--- src/rtl/accel_ctrl_pkg.sv ---
`default_nettype none
// ============================================================================
// Module      : accel_ctrl_pkg
// Description : Shared constants for the accelerator control front-end:
//               state encoding, control-block register offsets, STATUS bit
//               positions and the unmapped-read value.
// Revision    : 1.0 - initial release
// ============================================================================
package accel_ctrl_pkg;

    // Controller states, 3-bit encoding visible through CTRL readback
    localparam logic [2:0] RST = 3'd0;
    localparam logic [2:0] CFG = 3'd1;
    localparam logic [2:0] RUN = 3'd2;
    localparam logic [2:0] FIN = 3'd3;
    localparam logic [2:0] ERR = 3'd4;

    // Control-block register offsets, relative to CTRL_OFS
    localparam logic [31:0] OFS_CTRL   = 32'h0;
    localparam logic [31:0] OFS_STATUS = 32'h4;
    localparam logic [31:0] OFS_IRQ_EN = 32'h8;
    localparam logic [31:0] OFS_CYCLES = 32'hC;

    // STATUS layout: [1:0] state low bits, then done, tmo, irq
    localparam int STS_DONE_BIT = 2;
    localparam int STS_TMO_BIT  = 3;
    localparam int STS_IRQ_BIT  = 4;

    // Returned for in-range addresses that map to no register
    localparam logic [31:0] RDATA_UNMAPPED = 32'hFFFF_FFFF;

endpackage
`default_nettype wire

--- src/rtl/accel_ctrl_shadow_rf.sv ---
`default_nettype none
// ============================================================================
// Module      : accel_ctrl_shadow_rf
// Description : NUM_CFG x 32 shadow register bank. Byte-strobe write,
//               combinational read, and the strobe-merged value of the
//               addressed entry (what the entry becomes after the write).
// Revision    : 1.0 - initial release
// ============================================================================
module accel_ctrl_shadow_rf #(
    parameter int NUM_CFG = 19,
    parameter int SEL_W   = 5
) (
    input  logic             clk,
    input  logic             resetn,
    input  logic             i_wr_en,
    input  logic [SEL_W-1:0] i_idx,
    input  logic [3:0]       i_wr_strb,
    input  logic [31:0]      i_wr_data,
    output logic [31:0]      o_rd_data,
    output logic [31:0]      o_merged
);

    logic [31:0] shadow_q [NUM_CFG];
    logic [31:0] shadow_d [NUM_CFG];

    // Select the addressed entry and merge the write data into it per byte
    always_comb begin
        o_rd_data = '0;
        for (int i = 0; i < NUM_CFG; i++) begin
            if (i_idx == SEL_W'(i)) begin
                o_rd_data = shadow_q[i];
            end
        end
        for (int b = 0; b < 4; b++) begin
            o_merged[8*b +: 8] = i_wr_strb[b] ? i_wr_data[8*b +: 8] : o_rd_data[8*b +: 8];
        end
    end

    // Next value of every entry: only the addressed one changes on a write
    always_comb begin
        for (int i = 0; i < NUM_CFG; i++) begin
            shadow_d[i] = (i_wr_en && (i_idx == SEL_W'(i))) ? o_merged : shadow_q[i];
        end
    end

    for (genvar g = 0; g < NUM_CFG; g++) begin : g_reg
        // Shadow storage, cleared by reset
        always_ff @(posedge clk) begin
            if (!resetn) begin
                shadow_q[g] <= '0;
            end else begin
                shadow_q[g] <= shadow_d[g];
            end
        end
    end

endmodule
`default_nettype wire

--- src/rtl/accel_cfg_ctrl.sv ---
`default_nettype none
// ============================================================================
// Module      : accel_cfg_ctrl
// Description : Memory-mapped control/configuration front-end on the PicoRV32
//               native bus: shadowed config registers with a one-cycle write
//               pulse, run-state machine, sticky done/timeout status, run-cycle
//               counter, watchdog and level interrupt.
// Revision    : 1.0 - initial release
// ============================================================================
module accel_cfg_ctrl
    import accel_ctrl_pkg::*;
#(
    parameter logic [31:0] BASE_ADDR = 32'h0200_1000,
    parameter int          NUM_CFG   = 19,
    parameter logic [31:0] CTRL_OFS  = 32'h80,
    parameter logic [31:0] TIMEOUT   = 32'd0,
    parameter int          SEL_W     = 5
) (
    input  logic             clk,
    input  logic             resetn,
    input  logic             mem_valid,
    input  logic [31:0]      mem_addr,
    input  logic [3:0]       mem_wstrb,
    input  logic [31:0]      mem_wdata,
    output logic             mem_ready,
    output logic [31:0]      mem_rdata,
    input  logic             cal_fin,
    output logic [SEL_W-1:0] cfgreg_sel,
    output logic [31:0]      cfgreg_wdata,
    output logic             cfgreg_wenb,
    output logic             flow_enb,
    output logic             flow_resetn,
    output logic             irq
);

    logic [2:0]       state_q, state_d;
    logic             done_q, done_d;
    logic             tmo_q, tmo_d;
    logic             en_q, en_d;
    logic [31:0]      cycles_q, cycles_d;
    logic             mem_ready_q, mem_ready_d;
    logic [31:0]      mem_rdata_q, mem_rdata_d;
    logic             cfgreg_wenb_q, cfgreg_wenb_d;
    logic [SEL_W-1:0] cfgreg_sel_q, cfgreg_sel_d;
    logic [31:0]      cfgreg_wdata_q, cfgreg_wdata_d;
    logic             flow_enb_q, flow_enb_d;
    logic             flow_resetn_q, flow_resetn_d;
    logic             irq_q, irq_d;

    logic [31:0]      ofs_w, wofs_w, rd_val_w, status_w, shadow_rd_w, merged_w;
    logic             hit_w, accept_w, is_wr_w, cfg_sel_w, cfg_wr_w;
    logic             ctrl_wr_w, sts_wr_w, irqen_wr_w, done_set_w, tmo_set_w;
    logic [SEL_W-1:0] cfg_idx_w;

    // Address decode: the window covers the config bank and the 4-word control block
    assign ofs_w     = mem_addr - BASE_ADDR;
    assign wofs_w    = {ofs_w[31:2], 2'b00};
    assign hit_w     = mem_valid && (mem_addr >= BASE_ADDR) && (ofs_w < CTRL_OFS + 32'd16);
    assign accept_w  = hit_w && !mem_ready_q;
    assign is_wr_w   = |mem_wstrb;
    assign cfg_sel_w = ofs_w < 32'(NUM_CFG * 4);
    assign cfg_idx_w = ofs_w[SEL_W+1:2];

    // Config writes only land in CFG; elsewhere they are acknowledged and dropped
    assign cfg_wr_w   = accept_w && is_wr_w && cfg_sel_w && (state_q == CFG);
    assign ctrl_wr_w  = accept_w && mem_wstrb[0] && (wofs_w == CTRL_OFS + OFS_CTRL);
    assign sts_wr_w   = accept_w && mem_wstrb[0] && (wofs_w == CTRL_OFS + OFS_STATUS);
    assign irqen_wr_w = accept_w && mem_wstrb[0] && (wofs_w == CTRL_OFS + OFS_IRQ_EN);

    accel_ctrl_shadow_rf #(
        .NUM_CFG (NUM_CFG),
        .SEL_W   (SEL_W)
    ) u_shadow (
        .clk       (clk),
        .resetn    (resetn),
        .i_wr_en   (cfg_wr_w),
        .i_idx     (cfg_idx_w),
        .i_wr_strb (mem_wstrb),
        .i_wr_data (mem_wdata),
        .o_rd_data (shadow_rd_w),
        .o_merged  (merged_w)
    );

    // Read multiplexer over the shadow bank and the control block
    always_comb begin
        status_w               = '0;
        status_w[1:0]          = state_q[1:0];
        status_w[STS_DONE_BIT] = done_q;
        status_w[STS_TMO_BIT]  = tmo_q;
        status_w[STS_IRQ_BIT]  = irq_q;
        rd_val_w               = RDATA_UNMAPPED;
        if (cfg_sel_w) begin
            rd_val_w = shadow_rd_w;
        end else if (wofs_w == CTRL_OFS + OFS_CTRL) begin
            rd_val_w = {29'd0, state_q};
        end else if (wofs_w == CTRL_OFS + OFS_STATUS) begin
            rd_val_w = status_w;
        end else if (wofs_w == CTRL_OFS + OFS_IRQ_EN) begin
            rd_val_w = {31'd0, en_q};
        end else if (wofs_w == CTRL_OFS + OFS_CYCLES) begin
            rd_val_w = cycles_q;
        end
    end

    // Next-state logic: run events first, then W1C, then CTRL writes which override all
    always_comb begin
        state_d    = state_q;
        cycles_d   = cycles_q;
        done_set_w = 1'b0;
        tmo_set_w  = 1'b0;
        if (state_q == RUN) begin
            if (cycles_q != 32'hFFFF_FFFF) begin
                cycles_d = cycles_q + 32'd1;
            end
            if (cal_fin) begin
                state_d    = FIN;
                done_set_w = 1'b1;
            end else if ((TIMEOUT != 32'd0) && (cycles_q == TIMEOUT - 32'd1)) begin
                state_d   = ERR;
                tmo_set_w = 1'b1;
            end
        end
        // A set event on the same edge beats the W1C clear
        done_d = done_set_w || (done_q && !(sts_wr_w && mem_wdata[STS_DONE_BIT]));
        tmo_d  = tmo_set_w  || (tmo_q  && !(sts_wr_w && mem_wdata[STS_TMO_BIT]));
        en_d   = irqen_wr_w ? mem_wdata[0] : en_q;
        if (ctrl_wr_w) begin
            case (mem_wdata[1:0])
                2'd0: begin
                    state_d  = RST;
                    done_d   = 1'b0;
                    tmo_d    = 1'b0;
                    cycles_d = '0;
                end
                2'd1: if (state_q == RST) state_d = CFG;
                2'd2: if ((state_q == RST) || (state_q == CFG)) state_d = RUN;
                default: ;
            endcase
        end
        if ((state_q != RUN) && (state_d == RUN)) begin
            cycles_d = '0;
        end
        irq_d          = en_d && (done_d || tmo_d);
        flow_enb_d     = (state_d == RUN);
        flow_resetn_d  = (state_d != RST);
        mem_ready_d    = accept_w;
        mem_rdata_d    = (accept_w && !is_wr_w) ? rd_val_w : '0;
        cfgreg_wenb_d  = cfg_wr_w;
        cfgreg_sel_d   = cfg_wr_w ? cfg_idx_w : SEL_W'(NUM_CFG);
        cfgreg_wdata_d = cfg_wr_w ? merged_w : '0;
    end

    // Controller registers with synchronous active-low reset
    always_ff @(posedge clk) begin
        if (!resetn) begin
            state_q        <= RST;
            done_q         <= 1'b0;
            tmo_q          <= 1'b0;
            en_q           <= 1'b0;
            cycles_q       <= '0;
            mem_ready_q    <= 1'b0;
            mem_rdata_q    <= '0;
            cfgreg_wenb_q  <= 1'b0;
            cfgreg_sel_q   <= SEL_W'(NUM_CFG);
            cfgreg_wdata_q <= '0;
            flow_enb_q     <= 1'b0;
            flow_resetn_q  <= 1'b0;
            irq_q          <= 1'b0;
        end else begin
            state_q        <= state_d;
            done_q         <= done_d;
            tmo_q          <= tmo_d;
            en_q           <= en_d;
            cycles_q       <= cycles_d;
            mem_ready_q    <= mem_ready_d;
            mem_rdata_q    <= mem_rdata_d;
            cfgreg_wenb_q  <= cfgreg_wenb_d;
            cfgreg_sel_q   <= cfgreg_sel_d;
            cfgreg_wdata_q <= cfgreg_wdata_d;
            flow_enb_q     <= flow_enb_d;
            flow_resetn_q  <= flow_resetn_d;
            irq_q          <= irq_d;
        end
    end

    assign mem_ready    = mem_ready_q;
    assign mem_rdata    = mem_rdata_q;
    assign cfgreg_wenb  = cfgreg_wenb_q;
    assign cfgreg_sel   = cfgreg_sel_q;
    assign cfgreg_wdata = cfgreg_wdata_q;
    assign flow_enb     = flow_enb_q;
    assign flow_resetn  = flow_resetn_q;
    assign irq          = irq_q;

endmodule
`default_nettype wire

--- config.mk ---
export PLATFORM = sky130hd
export DESIGN_NAME = accel_cfg_ctrl
export DESIGN_NICKNAME = d
export VERILOG_FILES = /design/src/rtl/accel_ctrl_pkg.sv /design/src/rtl/accel_ctrl_shadow_rf.sv /design/src/rtl/accel_cfg_ctrl.sv
export SDC_FILE = /design/constraint.sdc
export NUM_CORES = 1
export LEC_CHECK = 0
export ABC_AREA = 0
export ABC_CLOCK_PERIOD_IN_PS = 2650
export CAP_MARGIN = 20
export CORE_AREA = 2 2 233 281
export DETAILED_ROUTE_END_ITERATION = 10
export DIE_AREA = 0 0 235 283
export PLACE_DENSITY_LB_ADDON = 0.15
export SLEW_MARGIN = 40
export SYNTH_ARGS = -nofsm -noshare
export SYNTH_HDL_FRONTEND = slang
export SYNTH_SLANG_ARGS = --single-unit
export TNS_END_PERCENT = 5
--- constraint.sdc ---
create_clock -name clk -period 2.65 [get_ports clk]
set_input_delay 0.53 -clock clk [delete_from_list [all_inputs] [get_ports clk]]
set_output_delay 0.53 -clock clk [all_outputs]
set_load 0.02 [all_outputs]
# ---- Word-level counts from Yosys, hierarchy flattened
# Memories as Yosys holds them, arrays and structs flattened.
# Index checks and enable logic that the tools add are counted.
dict set report totals {
  mem_bits_rw 608
  rom_bits 0
  out_inout_bits 74
  n_memories 1
  wordCells 204
  input_bits 72
  latchBits 0
  regBits 112
}
# name depth width read_ports rd_clocked_by_memory_dff wr line
set mem_list {}
lappend mem_list {u_shadow.shadow_q 19 32 19 0 19 accel_ctrl_shadow_rf.sv:23} ;# logic [31:0] shadow_q [NUM_CFG];
dict set report op_classes {
  n_eq_ne 29
  div_mod_pow 0
  bitwise_logic 20
  n_mux 85
  multipliers 0
  n_addsub 2
  shift 0
  n_lt_le_gt_ge 3
  n_reduce_logical 51
}
# cell count
set op_table {}
lappend op_table {{$mux W32} 66}
lappend op_table {{$eq A30 B6 Y1 const B} 4}
lappend op_table {{$eq A5 B4 Y1 const B} 8}
lappend op_table {{$logic_and A1 B1 Y1} 36}
lappend op_table {{$add A32 B1 Y32 const B} 1}
lappend op_table {{$ge A32 B26 Y1 const B} 1}
lappend op_table {{$lt A32 B7 Y1 const B} 1}
lappend op_table {{$lt A32 B8 Y1 const B} 1}
lappend op_table {{$mux W8} 4}
lappend op_table {{$ne A32 B32 Y1 const B} 1}
lappend op_table {{$sub A32 B26 Y32 const B} 1}
lappend op_table {{$eq A5 B3 Y1 const B} 4}
lappend op_table {{$or A1 B1 Y1} 19}
lappend op_table {{$eq A5 B5 Y1 const B} 3}
lappend op_table {{$mux W3} 5}
lappend op_table {{$eq A5 B2 Y1 const B} 2}
lappend op_table {{$mux W1} 9}
lappend op_table {{$pmux W3 S3} 1}
lappend op_table {{$eq A3 B2 Y1 const B} 2}
lappend op_table {{$eq A5 B1 Y1 const B} 1}
lappend op_table {{$logic_not A5 Y1} 1}
lappend op_table {{$logic_not A1 Y1} 4}
lappend op_table {{$reduce_and A2 Y1} 2}
lappend op_table {{$reduce_or A4 Y1} 1}
lappend op_table {{10 further kinds} 12}

# ---- Depth between registers and ports, before layout
dict set report logic_depth {
  word_depth 24
  depth_mapped 16
  mapped_depth_nobuf 7
}

# ---- Hierarchy
# Synthesis repeated with hierarchy kept, for this count alone.
dict set report unflattened {
  hier_cells 3960
  hier_area_um2 32886.5
}
# mod instances seq_area_each_um2 area_per_inst_um2 cells_per_inst
set by_module_without_submodules {}
lappend by_module_without_submodules {accel_ctrl_shadow_rf 1 12171.7 28379.7 3473}
lappend by_module_without_submodules {accel_cfg_ctrl 1 2242.2 4506.8 487}

# ---- Worst setup path before layout
# Ideal clock, no wire load.
dict set report synth_timing {
  path_kind {input port to flip-flop}
  from {in mem_addr[5]}
  to {mem u_shadow.shadow_q[18][13], in the netlist u_shadow.shadow_q[4][77]}
  t_arrival_ps 2726
  cell_stages 12
  setup_slack_ps -207
  required_time_ps 2520
  path_buffers 5
  setup_time_ps 130
  path_cell_list {buf_2 > buf_2 > a211o_1 > a2111o_1 > a211oi_2 > and2_1 > buf_4 > buf_8 > nand2_2 > buf_6 > nand3_1 > o21ai_1}
}
# item line
set synth_lines {}
lappend synth_lines {{from (decl)} accel_cfg_ctrl.sv:22} ;# input logic [31:0] mem_addr,
lappend synth_lines {{to (decl)} accel_ctrl_shadow_rf.sv:23}

# ---- Worst setup path in the final report
dict set report layout_timing {
  from {in mem_addr[5]}
  to {reg cfgreg_wdata_q[24], in the netlist cfgreg_wdata[24]}
}
dict set report layout_between {
  elab_chain_cells 22
  word_cells_on_any_way 50
  cone_classes {1 x add/sub; 3 x order compare; 18 x eq/ne; 20 x mux; 8 x reduce/logical}
}
# item line
set layout_lines {}
lappend layout_lines {{$sub A32 B26 Y32} accel_cfg_ctrl.sv:56} ;# assign ofs_w = mem_addr - BASE_ADDR;
lappend layout_lines {{$logic_not A5 Y1} accel_ctrl_shadow_rf.sv:30} ;# if (i_idx == SEL_W'(i)) begin
lappend layout_lines {{$mux W32 (19 in a row)} accel_ctrl_shadow_rf.sv:30}
lappend layout_lines {{$mux W8} accel_ctrl_shadow_rf.sv:35} ;# o_merged[8*b +: 8] = i_wr_strb[b] ? i_wr_data[8*b +: 8] : o_rd_data[8*b +: 8];
lappend layout_lines {{to (signal assigned)} accel_cfg_ctrl.sv:179} ;# cfgreg_wdata_q <= cfgreg_wdata_d;
lappend layout_lines {{to (decl)} accel_cfg_ctrl.sv:45} ;# logic [31:0] cfgreg_wdata_q, cfgreg_wdata_d;
# Several ways; a longest one is shown, not always the timed one.
# A chain may end at the register's enable or synchronous reset.

==> run summary <==
The run finished, with violations left. The checks that failed: setup timing. Leaving out fill and tap cells, the most frequent cells in the layout are dfxtp_1 (720), buf_4 (562), o21ai_0 (389). The overall die height is 283 um.

Synthesis inferred 720 register bits. By startpoint and endpoint, the worst setup path is classified as input pin to flip-flop. The cell area after placement came out at 38840 um2.

The count of final max-slew check failures is 0. The sequential cell area fraction in the yosys report came out at 45.73%. Of all nets on the critical path, the largest fanout is 20. The cell with the biggest individual delay on the critical path is nor4_2. The most common cell after layout, fill and taps aside is dfxtp_1. The largest net degree at the start of global routing came out at 139. The standard-cell row count is 102. After detailed routing, the number of remaining DRC violations is 0.

In this run the critical register-to-register path is captured at u_shadow.shadow_q[3][127]$_SDFFE_PN0P_. The worst slew margin relative to its limit is 60.96%. The share of cells above drive strength 1 is 23.68%. The H-tree depth reported by CTS is 3. The detail route stage leaves a number of antenna-violating nets equal to 0. The cell depth of the worst flop-to-flop path came out at 8. Setup slack on the worst reg-to-reg path comes out at 0.06 ns.

The initial core utilization came out at 49.29%. The most used flip-flop cell after synthesis is dfxtp_1. The detailed-routing iteration count for the pre-antenna-repair pass is 8. The count of buffers added on input and output ports is 143.

The total global routing overflow came out at 0. Of all cell types, the one taking the most synthesized area is dfxtp_1. The multi-input combinational cells in the finished layout cover a total of 16150 um2.

The Yosys step of the flow raised 0 warnings. The average cell area after synthesis is 8.382 um2. The sequential cells in the finished layout cover a total of 14410 um2. The total clock buffers created by CTS came out at 75. The number of vias in the routed layout came out at 33420. The total count of hold-check failures in the final report is 0. The peak supply drop came out at 0.4260 mV.

The die width came out at 235 um. The area added between synthesis and finish came out at 33.91%. Counting I/O delays and the setup requirement, the final critical path takes 2.662 ns. The final HPWL from detailed placement is 99370 um.

The share of the clock period used by the worst path came out at 100.4%. The synthesized design contains 0 enable-type register cells. The end of the critical path is cfgreg_wdata[24]$_SDFF_PN0_. The antenna diode instance count came out at 0. Counting every sink on the clock net gives 720.

The clock arrives with 0.02079 ns of skew. The routed wirelength normalized by instance count came out at 26.58 um. The path class of the lowest-slack min-delay path is input pin to flip-flop.

Using the TritonRoute via totals, the vias-per-cell ratio works out to 6.413. The CTS tree is yes. The area of the die is 66510 um2. The share of the synthesized area in the top cell type is 45.73%. The proportion of synthesized flip-flops having asynchronous set or reset came out at 0%.

STA classifies the critical path startpoint as an input pin. The net count of the finished layout is 4394. The worst register-to-register path begins at state_q[0]$_SDFF_PN0_. The wire length of the first global-routing pass is 200400 um.

The post-synth net total came out at 3833. The number of standard cells after synthesis is 3760. The ratio of total power to cell area is 579.4 nW/um2.

The total wire length after detailed routing came out at 138500 um. The standby leakage power is 16.04 nW. The number of global-route vias before repair is 31150.

The tree is rooted in a clkbuf_16. The final instance area is 42200 um2. By area the synthesized netlist is led by dfxtp_1 (46%), o21ai_0 (6.4%), a21oi_1 (5.6%). The count of endpoints failing setup in the final report came out at 8. The core box area is 63940 um2.

In the post-route analysis, the smallest setup slack over all paths is -0.01176 ns. The number of antenna violations at the first check in global routing came out at 0. The number of placed I/O pins came out at 146. The source-to-sink clock delay at the later pin of the worst-skew pair is 0.63 ns. The number of buffers between clock root and the deepest sink is 3.

The number of violations of the max-capacitance limit came out at 0. The total power is 24.45 mW. Based on the critical path, the design can be clocked at up to 375.7 MHz. Data arrives at the worst endpoint at 3.15 ns.

Clock-pin slew was measured on the worst setup and hold paths at 0.07 ns. STA puts the critical path data required time at 3.14 ns. Setup repair after global routing could not meet its margin everywhere.

The maximum single-stage delay on the critical path came out at 0.47 ns. Walking the worst path, the cells encountered are dlygate4sd2_1, buf_12, buf_6, or4b_4, buf_6, nor2_1, buf_4, a221o_1, nor4_2, nor3_1, a21oi_2, buf_12, nor2_1. The global-route usage over all layers is 39.52%.

The start point of the critical path is mem_addr[5]. The synthesized netlist contains 110 unique library cells. The placer's final routability congestion estimate is 0.9894.

The filler cell count in the final layout is 5451. The utilization after layout is 66.01%. The number of hold buffers added after CTS is 0.

At the pin with the least slew margin, the transition time is 0.5808 ns. The post-synth design cell area came out at 31520 um2. In this run, the number of DRC markers left after iteration 0 of detailed routing was 4216.

The worst setup path is captured at a flip-flop.
## cells in the mapped netlist, types with 9 or more instances
cell	instances
buf_2	135
o221ai_1	28
o211a_1	9
buf_4	24
o21ai_0	400
a22oi_1	36
or3_1	33
a21oi_1	350
xnor2_1	19
a31oi_1	45
nand4_1	18
nand3_1	291
xor2_1	11
nor3_1	68
o22a_1	9
inv_1	17
nand3b_1	12
a221o_1	18
clkbuf_1	147
nor2b_1	22
o2bb2ai_1	24
mux2i_1	34
buf_1	23
nand2_1	360
a211oi_1	21
and3_1	32
buf_6	12
mux2_2	27
nor4_4	13
o22ai_1	172
nor4_1	20
dfxtp_1	720
o211ai_1	11
o21ai_1	130
a22o_1	9
nand2b_1	34
nor2_1	199
## where the power goes
part           internal [mW]  switching (mW)
Combinational          0.962            1.56
Clock                   6.42            4.70
Sequential              10.8   0.00000000107
## final cells by class
type                       instances  area share [%]
clock buffer                     104           5.114
timing repair buffer             829           18.89
sequential                       720           34.15
multi-input combinational       2674           38.27
tap                              832           2.467
inverter                          21          0.1868
clock inverter                    31          0.9190
## critical path, delay by kind of cell
family / cells / cell delay [ns]
buffers and inverters: 6 / 1.07
and+or+nand+nor: 5 / 0.89
AOI/OAI and AO/OA: 2 / 0.63
## worst min-delay path by stage
stage / from / to / slack (ns) / cells after the start
2_1_floorplan: u_shadow.shadow_q[1][12]$_SDFFE_PN0P_ / u_shadow.shadow_q[1][12]$_SDFFE_PN0P_ / 0.43 / 2
3_3_place_gp: u_shadow.shadow_q[1][9]$_SDFFE_PN0P_ / u_shadow.shadow_q[1][9]$_SDFFE_PN0P_ / 0.43 / 2
3_5_place_dp: u_shadow.shadow_q[0][9]$_SDFFE_PN0P_ / u_shadow.shadow_q[0][9]$_SDFFE_PN0P_ / 0.44 / 2
4_1_cts: resetn / u_shadow.shadow_q[4][65]$_SDFFE_PN0P_ / 0.30 / 3
5_1_grt: resetn / u_shadow.shadow_q[4][65]$_SDFFE_PN0P_ / 0.34 / 3
6_report: resetn / u_shadow.shadow_q[4][65]$_SDFFE_PN0P_ / 0.33 / 3
## layer usage
metal	routed length, um	global-route usage [%]	vias to the layer above
li1	-	-	14970
met1	52920	49.59	15940
met2	62740	63.06	2046
met3	13190	6.537	464
met4	9667	25.36	0
met5	0	0	-
## what timing repair did
action / 4_1_cts / 5_1_grt
endpoints found under the setup margin: 660 / 621
gates resized for setup: 35 / 90
setup buffers: 10 / 10
gates cloned: 2 / 5
pin swaps: 9 / 18
## per-stage QoR
step                      hold slack, ns  instances  TNS (ns)  worst slack, ns
after CTS                         0.3041       5196         0         0.001232
after floorplan                   0.4273       3760    -41.73          -0.1245
after global placement            0.4335       5048   -561.92           -1.016
final                             0.3343       5211  -0.04412         -0.01176
after global routing              0.3358       5211    -1.199         -0.06911
after detailed placement          0.4421       5049   -538.22          -0.9283
## cell families (layout without fill, tap and decap cells)
logic type	Yosys count	after routing	synth area share, %
adder cells (fa/ha/maj)	1	1	0.03969
AND/OR/NAND/NOR	1187	1189	19.14
multiplexers	63	63	2.152
buffers and inverters	368	985	5.546
flip-flops	720	720	45.73
XOR/XNOR	30	30	0.8337
AO/OA/AOI/OAI	1391	1391	26.56
## registers in the layout, indices dropped and copies added, names as in the netlist
register and flops:
cfgreg_sel 5, cfgreg_wdata 32, cfgreg_wenb 1, cycles_q 32, done_q 1, en_q 1, flow_enb 1, flow_resetn 1
irq 1, mem_rdata 32, mem_ready 1, state_q 3, tmo_q 1, u_shadow.shadow_q 608
(Power assumes the default switching activity.)
